### src/rtl/alu_op_scheduler_if.sv
`default_nettype none
// ============================================================================
// Module   : alu_op_scheduler_if
// Brief    : Requester, ALU-unit and response bundle for alu_op_scheduler.
// Revision : 1.0
// ============================================================================
interface alu_op_scheduler_if #(
    parameter int WIDTH = 16
);
    logic             req0_valid;
    logic             req0_ready;
    logic [WIDTH-1:0] req0_a;
    logic [WIDTH-1:0] req0_b;
    logic [3:0]       req0_fun;
    logic             req1_valid;
    logic             req1_ready;
    logic [WIDTH-1:0] req1_a;
    logic [WIDTH-1:0] req1_b;
    logic [3:0]       req1_fun;
    logic [WIDTH-1:0] unit_a;
    logic [WIDTH-1:0] unit_b;
    logic [1:0]       unit_fun;
    logic [3:0]       unit_en;
    logic [WIDTH-1:0] arith_out;
    logic [WIDTH-1:0] logic_out;
    logic [WIDTH-1:0] cmp_out;
    logic [WIDTH-1:0] shift_out;
    logic [3:0]       unit_flag;
    logic             rsp_valid;
    logic             rsp_ready;
    logic             rsp_id;
    logic [WIDTH-1:0] rsp_data;
    logic             rsp_err;
    logic             busy;

    modport slave (
        input  req0_valid, req0_a, req0_b, req0_fun,
        input  req1_valid, req1_a, req1_b, req1_fun,
        input  arith_out, logic_out, cmp_out, shift_out, unit_flag, rsp_ready,
        output req0_ready, req1_ready, unit_a, unit_b, unit_fun, unit_en,
        output rsp_valid, rsp_id, rsp_data, rsp_err, busy
    );

    modport master (
        output req0_valid, req0_a, req0_b, req0_fun,
        output req1_valid, req1_a, req1_b, req1_fun,
        output arith_out, logic_out, cmp_out, shift_out, unit_flag, rsp_ready,
        input  req0_ready, req1_ready, unit_a, unit_b, unit_fun, unit_en,
        input  rsp_valid, rsp_id, rsp_data, rsp_err, busy
    );
endinterface
`default_nettype wire

### src/rtl/alu_op_scheduler.sv
`default_nettype none
// ============================================================================
// Module   : alu_op_scheduler
// Brief    : Round-robin arbiter and sequencer for two requesters sharing
//            four ALU execution units, one operation in flight.
// Revision : 1.0
// ============================================================================
module alu_op_scheduler #(
    parameter int WIDTH   = 16,
    parameter int TIMEOUT = 4
) (
    input  wire logic          clk,
    input  wire logic          rst,
    alu_op_scheduler_if.slave  bus
);
    localparam int CW = $clog2(TIMEOUT + 1);

    typedef enum logic [1:0] {
        S_IDLE  = 2'd0,
        S_ISSUE = 2'd1,
        S_WAIT  = 2'd2,
        S_RESP  = 2'd3
    } state_t;

    state_t           state_q;
    logic             rr_q;
    logic [1:0]       sel_q;
    logic [CW-1:0]    cnt_q;
    logic [WIDTH-1:0] unit_a_q;
    logic [WIDTH-1:0] unit_b_q;
    logic [1:0]       unit_fun_q;
    logic [3:0]       unit_en_q;
    logic             rsp_valid_q;
    logic             rsp_id_q;
    logic [WIDTH-1:0] rsp_data_q;
    logic             rsp_err_q;
    logic             busy_q;

    logic             w_any_valid;
    logic             w_grant_id;
    logic             w_accept;
    logic [WIDTH-1:0] w_sel_a;
    logic [WIDTH-1:0] w_sel_b;
    logic [3:0]       w_sel_fun;
    logic             w_flag;
    logic [WIDTH-1:0] w_unit_res;

    // On contention the requester that was not granted last time wins.
    assign w_any_valid = bus.req0_valid | bus.req1_valid;
    assign w_grant_id  = bus.req0_valid ? (bus.req1_valid ? ~rr_q : 1'b0) : 1'b1;
    assign w_accept    = rst && (state_q == S_IDLE) && w_any_valid;

    assign bus.req0_ready = w_accept & ~w_grant_id;
    assign bus.req1_ready = w_accept &  w_grant_id;

    assign w_sel_a   = w_grant_id ? bus.req1_a   : bus.req0_a;
    assign w_sel_b   = w_grant_id ? bus.req1_b   : bus.req0_b;
    assign w_sel_fun = w_grant_id ? bus.req1_fun : bus.req0_fun;

    assign w_flag = bus.unit_flag[sel_q];

    always_comb begin
        w_unit_res = bus.arith_out;
        case (sel_q)
            2'd0:    w_unit_res = bus.arith_out;
            2'd1:    w_unit_res = bus.logic_out;
            2'd2:    w_unit_res = bus.cmp_out;
            default: w_unit_res = bus.shift_out;
        endcase
    end

    always_ff @(posedge clk or negedge rst) begin
        if (!rst) begin
            state_q     <= S_IDLE;
            rr_q        <= 1'b1;
            sel_q       <= 2'd0;
            cnt_q       <= '0;
            unit_a_q    <= '0;
            unit_b_q    <= '0;
            unit_fun_q  <= 2'd0;
            unit_en_q   <= 4'd0;
            rsp_valid_q <= 1'b0;
            rsp_id_q    <= 1'b0;
            rsp_data_q  <= '0;
            rsp_err_q   <= 1'b0;
            busy_q      <= 1'b0;
        end else begin
            case (state_q)
                S_IDLE: begin
                    if (w_accept) begin
                        unit_a_q   <= w_sel_a;
                        unit_b_q   <= w_sel_b;
                        unit_fun_q <= w_sel_fun[1:0];
                        sel_q      <= w_sel_fun[3:2];
                        unit_en_q  <= 4'b0001 << w_sel_fun[3:2];
                        rsp_id_q   <= w_grant_id;
                        rr_q       <= w_grant_id;
                        busy_q     <= 1'b1;
                        state_q    <= S_ISSUE;
                    end
                end
                S_ISSUE: begin
                    unit_en_q <= 4'd0;
                    cnt_q     <= '0;
                    state_q   <= S_WAIT;
                end
                S_WAIT: begin
                    if (w_flag) begin
                        rsp_data_q  <= w_unit_res;
                        rsp_err_q   <= 1'b0;
                        rsp_valid_q <= 1'b1;
                        state_q     <= S_RESP;
                    end else if (cnt_q == CW'(TIMEOUT - 1)) begin
                        // This cycle is the TIMEOUT-th flagless WAIT cycle.
                        rsp_data_q  <= '0;
                        rsp_err_q   <= 1'b1;
                        rsp_valid_q <= 1'b1;
                        state_q     <= S_RESP;
                    end else begin
                        cnt_q <= cnt_q + CW'(1);
                    end
                end
                S_RESP: begin
                    if (bus.rsp_ready) begin
                        rsp_valid_q <= 1'b0;
                        busy_q      <= 1'b0;
                        state_q     <= S_IDLE;
                    end
                end
                default: state_q <= S_IDLE;
            endcase
        end
    end

    assign bus.unit_a    = unit_a_q;
    assign bus.unit_b    = unit_b_q;
    assign bus.unit_fun  = unit_fun_q;
    assign bus.unit_en   = unit_en_q;
    assign bus.rsp_valid = rsp_valid_q;
    assign bus.rsp_id    = rsp_id_q;
    assign bus.rsp_data  = rsp_data_q;
    assign bus.rsp_err   = rsp_err_q;
    assign bus.busy      = busy_q;
endmodule
`default_nettype wire

### src/flat_wrapper.sv
// flat-port wrapper written by rule: the top's interface ports become plain ports
module alu_op_scheduler_flat 
#(
    parameter int WIDTH   = 16,
    parameter int TIMEOUT = 4
)
  (clk, rst, bus_req0_valid, bus_req0_a, bus_req0_b, bus_req0_fun, bus_req1_valid, bus_req1_a, bus_req1_b, bus_req1_fun, bus_arith_out, bus_logic_out, bus_cmp_out, bus_shift_out, bus_unit_flag, bus_rsp_ready, bus_req0_ready, bus_req1_ready, bus_unit_a, bus_unit_b, bus_unit_fun, bus_unit_en, bus_rsp_valid, bus_rsp_id, bus_rsp_data, bus_rsp_err, bus_busy);
  alu_op_scheduler_if #(.WIDTH(WIDTH)) bus_i ();
  input  wire logic clk;
  input  wire logic rst;
  input wire logic [$bits(bus_i.req0_valid)-1:0] bus_req0_valid;
  input wire logic [$bits(bus_i.req0_a)-1:0] bus_req0_a;
  input wire logic [$bits(bus_i.req0_b)-1:0] bus_req0_b;
  input wire logic [$bits(bus_i.req0_fun)-1:0] bus_req0_fun;
  input wire logic [$bits(bus_i.req1_valid)-1:0] bus_req1_valid;
  input wire logic [$bits(bus_i.req1_a)-1:0] bus_req1_a;
  input wire logic [$bits(bus_i.req1_b)-1:0] bus_req1_b;
  input wire logic [$bits(bus_i.req1_fun)-1:0] bus_req1_fun;
  input wire logic [$bits(bus_i.arith_out)-1:0] bus_arith_out;
  input wire logic [$bits(bus_i.logic_out)-1:0] bus_logic_out;
  input wire logic [$bits(bus_i.cmp_out)-1:0] bus_cmp_out;
  input wire logic [$bits(bus_i.shift_out)-1:0] bus_shift_out;
  input wire logic [$bits(bus_i.unit_flag)-1:0] bus_unit_flag;
  input wire logic [$bits(bus_i.rsp_ready)-1:0] bus_rsp_ready;
  output wire logic [$bits(bus_i.req0_ready)-1:0] bus_req0_ready;
  output wire logic [$bits(bus_i.req1_ready)-1:0] bus_req1_ready;
  output wire logic [$bits(bus_i.unit_a)-1:0] bus_unit_a;
  output wire logic [$bits(bus_i.unit_b)-1:0] bus_unit_b;
  output wire logic [$bits(bus_i.unit_fun)-1:0] bus_unit_fun;
  output wire logic [$bits(bus_i.unit_en)-1:0] bus_unit_en;
  output wire logic [$bits(bus_i.rsp_valid)-1:0] bus_rsp_valid;
  output wire logic [$bits(bus_i.rsp_id)-1:0] bus_rsp_id;
  output wire logic [$bits(bus_i.rsp_data)-1:0] bus_rsp_data;
  output wire logic [$bits(bus_i.rsp_err)-1:0] bus_rsp_err;
  output wire logic [$bits(bus_i.busy)-1:0] bus_busy;
  assign bus_i.req0_valid = bus_req0_valid;
  assign bus_i.req0_a = bus_req0_a;
  assign bus_i.req0_b = bus_req0_b;
  assign bus_i.req0_fun = bus_req0_fun;
  assign bus_i.req1_valid = bus_req1_valid;
  assign bus_i.req1_a = bus_req1_a;
  assign bus_i.req1_b = bus_req1_b;
  assign bus_i.req1_fun = bus_req1_fun;
  assign bus_i.arith_out = bus_arith_out;
  assign bus_i.logic_out = bus_logic_out;
  assign bus_i.cmp_out = bus_cmp_out;
  assign bus_i.shift_out = bus_shift_out;
  assign bus_i.unit_flag = bus_unit_flag;
  assign bus_i.rsp_ready = bus_rsp_ready;
  assign bus_req0_ready = bus_i.req0_ready;
  assign bus_req1_ready = bus_i.req1_ready;
  assign bus_unit_a = bus_i.unit_a;
  assign bus_unit_b = bus_i.unit_b;
  assign bus_unit_fun = bus_i.unit_fun;
  assign bus_unit_en = bus_i.unit_en;
  assign bus_rsp_valid = bus_i.rsp_valid;
  assign bus_rsp_id = bus_i.rsp_id;
  assign bus_rsp_data = bus_i.rsp_data;
  assign bus_rsp_err = bus_i.rsp_err;
  assign bus_busy = bus_i.busy;
  alu_op_scheduler #(.WIDTH(WIDTH), .TIMEOUT(TIMEOUT)) u_core (.clk(clk), .rst(rst), .bus(bus_i));
endmodule
### config.mk
export PLATFORM = sky130hd
export DESIGN_NAME = alu_op_scheduler_flat
export DESIGN_NICKNAME = d
export VERILOG_FILES = /design/src/rtl/alu_op_scheduler_if.sv /design/src/rtl/alu_op_scheduler.sv /design/src/flat_wrapper.sv
export SDC_FILE = /design/constraint.sdc
export NUM_CORES = 1
export LEC_CHECK = 0
export CAP_MARGIN = 20
export CORE_MARGIN = 2
export CORE_UTILIZATION = 38
export DETAILED_ROUTE_END_ITERATION = 10
export PLACE_DENSITY = 0.82
export SYNTH_ARGS = -nofsm -noshare
export SYNTH_HDL_FRONTEND = slang
export SYNTH_SLANG_ARGS = --single-unit
### constraint.sdc
create_clock -name clk -period 2.3 [get_ports clk]
set_clock_uncertainty 0.1 [all_clocks]
set_input_delay 0.345 -clock clk [delete_from_list [all_inputs] [get_ports clk]]
set_output_delay 0.345 -clock clk [all_outputs]
set_load 0.1 [all_outputs]
# == Yosys cells after proc, flatten, opt, wreduce, memory -nomap -nowiden ==
# Index checks and enable logic that the tools add are counted.
# W data, S select, Z words.
# word_totals
reg_bits,66
latchBits,0
mem_bits_rw,0
mem_bits_ro,0
in_bits,145
output_inout_bits,60
elab_cells,75
mem_count,0
# op_classes
add_sub_neg,1
n_mul,0
div,0
order_cmp,1
eq_ne,11
n_shift,1
n_mux,27
bitwise_logic,5
n_reduce_logical,16
# op_table
cell,count
$mux W16,4
$pmux W16 S3,1
$reduce_and A3 Y1,4
$reduce_bool A2 Y1,5
$mux W1,8
$mux W2,4
$mux W4,2
$pmux W2 S4,1
$pmux W4 S2,1
$eq A2 B2 Y1 const B,3
$mux W3,2
$ne A2 B2 Y1 const B,3
$pmux W3 S2,1
$reduce_and A2 Y1,3
$eq A2 B1 Y1 const B,2
$logic_not A2 Y1,2
$pmux W1 S2,2
$shl A1 B2 Y4 const A,1
$add A3 B1 Y3 const B,1
$eq A3 B2 Y1 const B,1
$lt A2 B3 Y1 const B,1
$ne A3 B1 Y1 const B,1
$and A1 B1 Y1,2
$bmux W1 S2,1
4 further kinds,6

# == Depth between registers and ports, before layout ==
# depth
ltp_word,7
mapped_depth,7
ltp_nobuf,6

# == Worst setup path before layout ==
# Ideal clock, no wire load.
# synth_timing
kind,register to output
from,register u_core.state_q[0]
to,output port bus_req1_ready
arrival_time_ps,1644
setup_slack_ps,211
stages_incl_launch_ff,6
path_buffers,1
cell_sequence,dfrtp_1 -> inv_1 -> ha_1 -> nand3_1 -> a21oi_2 -> buf_2
# synth_via
elab_chain_cells,4
# synth_rtl
item,line_no,rtl
"start, declared",alu_op_scheduler.sv:25,state_t state_q;
"start signal, assigned",alu_op_scheduler.sv:74,state_q <= S_IDLE;
"start signal, assigned",alu_op_scheduler.sv:99,state_q <= S_ISSUE;
"start signal, assigned",alu_op_scheduler.sv:105,state_q <= S_WAIT;
$logic_not A2 Y1,alu_op_scheduler.sv:51,assign w_accept = rst && (state_q == S_IDLE) && w_any_valid;
$logic_and A1 B1 Y1 (2 in a row),alu_op_scheduler.sv:51,
$and A1 B1 Y1,alu_op_scheduler.sv:54,assign bus.req1_ready = w_accept & w_grant_id;
"end, declared",flat_wrapper.sv:26,output wire logic [$bits(bus_i.req1_ready)-1:0] bus_req1_ready;
# No other way between the ends.

# == Final worst setup path ==
# Ends and elaborated chain as after synthesis.

==> metrics.cfg <==
[grt]
grt_pass1_vias = 3337
grt-ovfl-total = 0
grt_pass1_wl_um = 15710
grt_max_degree = 67
grt_use_total_pct = 20.58
antenna_found_initial = 0

[drt]
postRouteAntennaNets = 0
drt_iter0_drc = 88
drc = 0
routedWlPerCell_um = 15.96
wl_um = 9990
vias = 3220
dr.pass1.iters = 4
via_per_inst = 5.144

[floorplanning]
initial_core_util_pct = 39.00
fp.dieH_um = 98.60
core_area_mm2 = 0.008721
dieWidth_um = 98.60
row_count = 34
die_area_mm2 = 0.009722
io_pins = 205

[worst_setup_path]
cp_top_family = flip-flops
r2r_slack_ns = 0.28
crit_fanout = 7
cp-startpoint = u_core.state_q[0]$_DFFE_PN0P_
slowest_stage = dfrtp_1
critical_path_class = reg -> out
r2r-end = u_core.state_q[1]$_DFFE_PN0P_
critPathCaptureType = output port
cp.arrival_ns = 1.69
worstPathRequired_ns = 1.86
path_buf_inv = 2
crit_path_start_kind = register
cp.depth = 5
crit_chain = inv_1 -> ha_2 -> nand3_1 -> a21oi_4 -> buf_12
r2r-start = u_core.cnt_q[0]$_DFFE_PN0P_
cpPeakStageDelay_ns = 0.42
r2r_cells = 6

[logic_synthesis]
synthesis.area_mm2 = 0.003401
synth_compound_area_share_pct = 18.29
synth_common_cells = nand2_1, dfrtp_1, a22oi_1, inv_1, o2bb2ai_1
synth-edff-count = 0
synthCells = 307
synth_top_area_share_pct = 47.83
synth_top_family_by_area = compound AO/OA/AOI/OAI gates
ys_async_sr_fraction_pct = 100.0
ys_seq_area_share_pct = 48.60
yosysWarnings = 0
synth.most_common_cell = nand2_1
yosys.area_share.simple_pct = 11.22
synth_ff_type = dfrtp_1
syn_nets = 459
synth_cell_type_count = 40
synth_adder_area_share_pct = 2.575
synth_seq_cells = 66
synthMuxAreaShare_pct = 13.28
yosysTopAreaCell = dfrtp_1
synthTopCellsByArea = dfrtp_1, nand2_1, a22oi_1
synthXorXnorAreaFrac_pct = 0
synth_area_per_cell_um2 = 11.08

[sta]
tightestPinTransition_ns = 0.8203
fin_crit_ns = 2.138
drv_slew = 0
fmax_mhz = 467.7
rsz0062_at_grt = false
setup_viol = 0
hold_viol = 0
setup_tns_ns = 0
min_period_over_period_pct = 92.96
relSlewSlack_pct = 45.31

[cts]
hold_buffers = 0
insertion_delay_ns = 0.34
tritoncts = done
cts_inserted_buffers = 9
clock_path_buffers = 2
clk_pin_slew_ns = 0.08
cts_max_level = 3
root_buffer = clkbuf_8
cts.sinks = 66

[power]
total_power_uw = 9036
ir_drop_mv = 1.152
p_per_area_mw_per_mm2 = 1607
cellLeakagePower_uw = 0.002625

[placed_design]
post-dp-hpwl_um = 7961
place_congestion = 0.7816
io_buffers = 204

[run_status]
status = complete, no violations

[cells_and_area]
layout-drive-gt1-share_pct = 20.66
area_delta_synth_final_pct = 65.38
nets = 665
antennaDiodeCount = 0

[run]
drv_cap = 0

[hold_path]
hp-class = in -> async

[what timing repair did]
item,in CTS,in global routing
hold endpoints to repair,0,0
endpoints found under the setup margin,0,1
gates resized for setup,0,1
setup buffers,0,0
[placed cells by master, fill, tap and decap left out, types with 2 or more instances in the layout]
cell type,count
ha_1,6
mux4_2,10
o31ai_1,4
nand2_1,72
mux2i_1,2
clkinvlp_4,3
nand3_1,6
o22ai_1,2
nand2b_1,3
dfrtp_1,65
a21boi_0,2
o21ai_0,3
clkdlybuf4s50_1,143
mux2_2,3
inv_1,24
o2bb2ai_1,17
clkbuf_8,10
and3_1,2
buf_4,69
o211ai_1,3
buf_12,2
a21oi_1,2
a22oi_1,34
mux4_1,6
o221ai_1,3
a21o_1,3
[worst max path at each step]
stage	slack, ns	to
global route	0.05	bus_req1_ready
CTS	0.07	bus_req1_ready
global placement	0.32	u_core.state_q[1]$_DFFE_PN0P_
finish	0.16	bus_req1_ready
detailed placement	0.21	u_core.bus.unit_a[9]$_DFFE_PN0P_
floorplan	0.21	bus_req1_ready
[layer usage]
metal  up-vias  GRT usage (%)  routed length (µm)  part of all wire [%]
met2       152          35.74                5069                    51
met3        12          6.596                 976                   9.8
met1      1526          23.21                3747                    38
met4         0          9.062                 196                   2.0
met5         -              0                   0                     0
li1       1530              -                   -                     -
[state kept, by name, summed over array words and instances, names as in the netlist]
signal	flops
u_core.bus.rsp_err	1
u_core.bus.unit_a	16
u_core.bus.unit_en	4
u_core.cnt_q	3
u_core.bus.unit_fun	2
u_core.bus.rsp_id	1
u_core.rr_q	1
u_core.sel_q	2
u_core.bus.busy	1
u_core.bus.rsp_data	16
u_core.bus.unit_b	16
u_core.state_q	2
u_core.bus.rsp_valid	1
[power by group]
group	internal (µW)	switching, µW	total [µW]
clock network	529	452	982
logic	1570	4490	6070
registers	1670	315	1990
[stage by stage]
| stage | hold WS [ns] | worst slack (ns) | cell area [µm²] | utilization, % | instances |
|---|---|---|---|---|---|
| 2_1_floorplan | -0.05059 | 0.2105 | 3401 | - | 307 |
| 3_3_place_gp | 0.3521 | 0.3237 | 5418 | 62.12 | 610 |
| 3_5_place_dp | 0.3578 | 0.2146 | 5418 | 62.12 | 610 |
| 4_1_cts | 0.1473 | 0.06722 | 5622 | 64.46 | 626 |
| 5_1_grt | 0.2026 | 0.05385 | 5624 | 64.49 | 626 |
| 6_report | 0.1215 | 0.1620 | 5624 | 64.49 | 626 |
[cell type report]
cell class                 instances  area, µm²
fill                             705       3097
timing repair buffer             214       1989
sequential                        66       1653
multi-input combinational        198       1553
clock buffer                      10      137.6
tap                              108      135.1
inverter                          24      90.09
clock inverter                     6      66.31
[cell families after synthesis]
| logic type | after synthesis |
|---|---|
| compound gates | 79 |
| mux | 22 |
| fa+ha+maj | 7 |
| buf+inv | 43 |
| flops | 66 |
| simple gates | 90 |
Power figures use the tool's default switching activity.
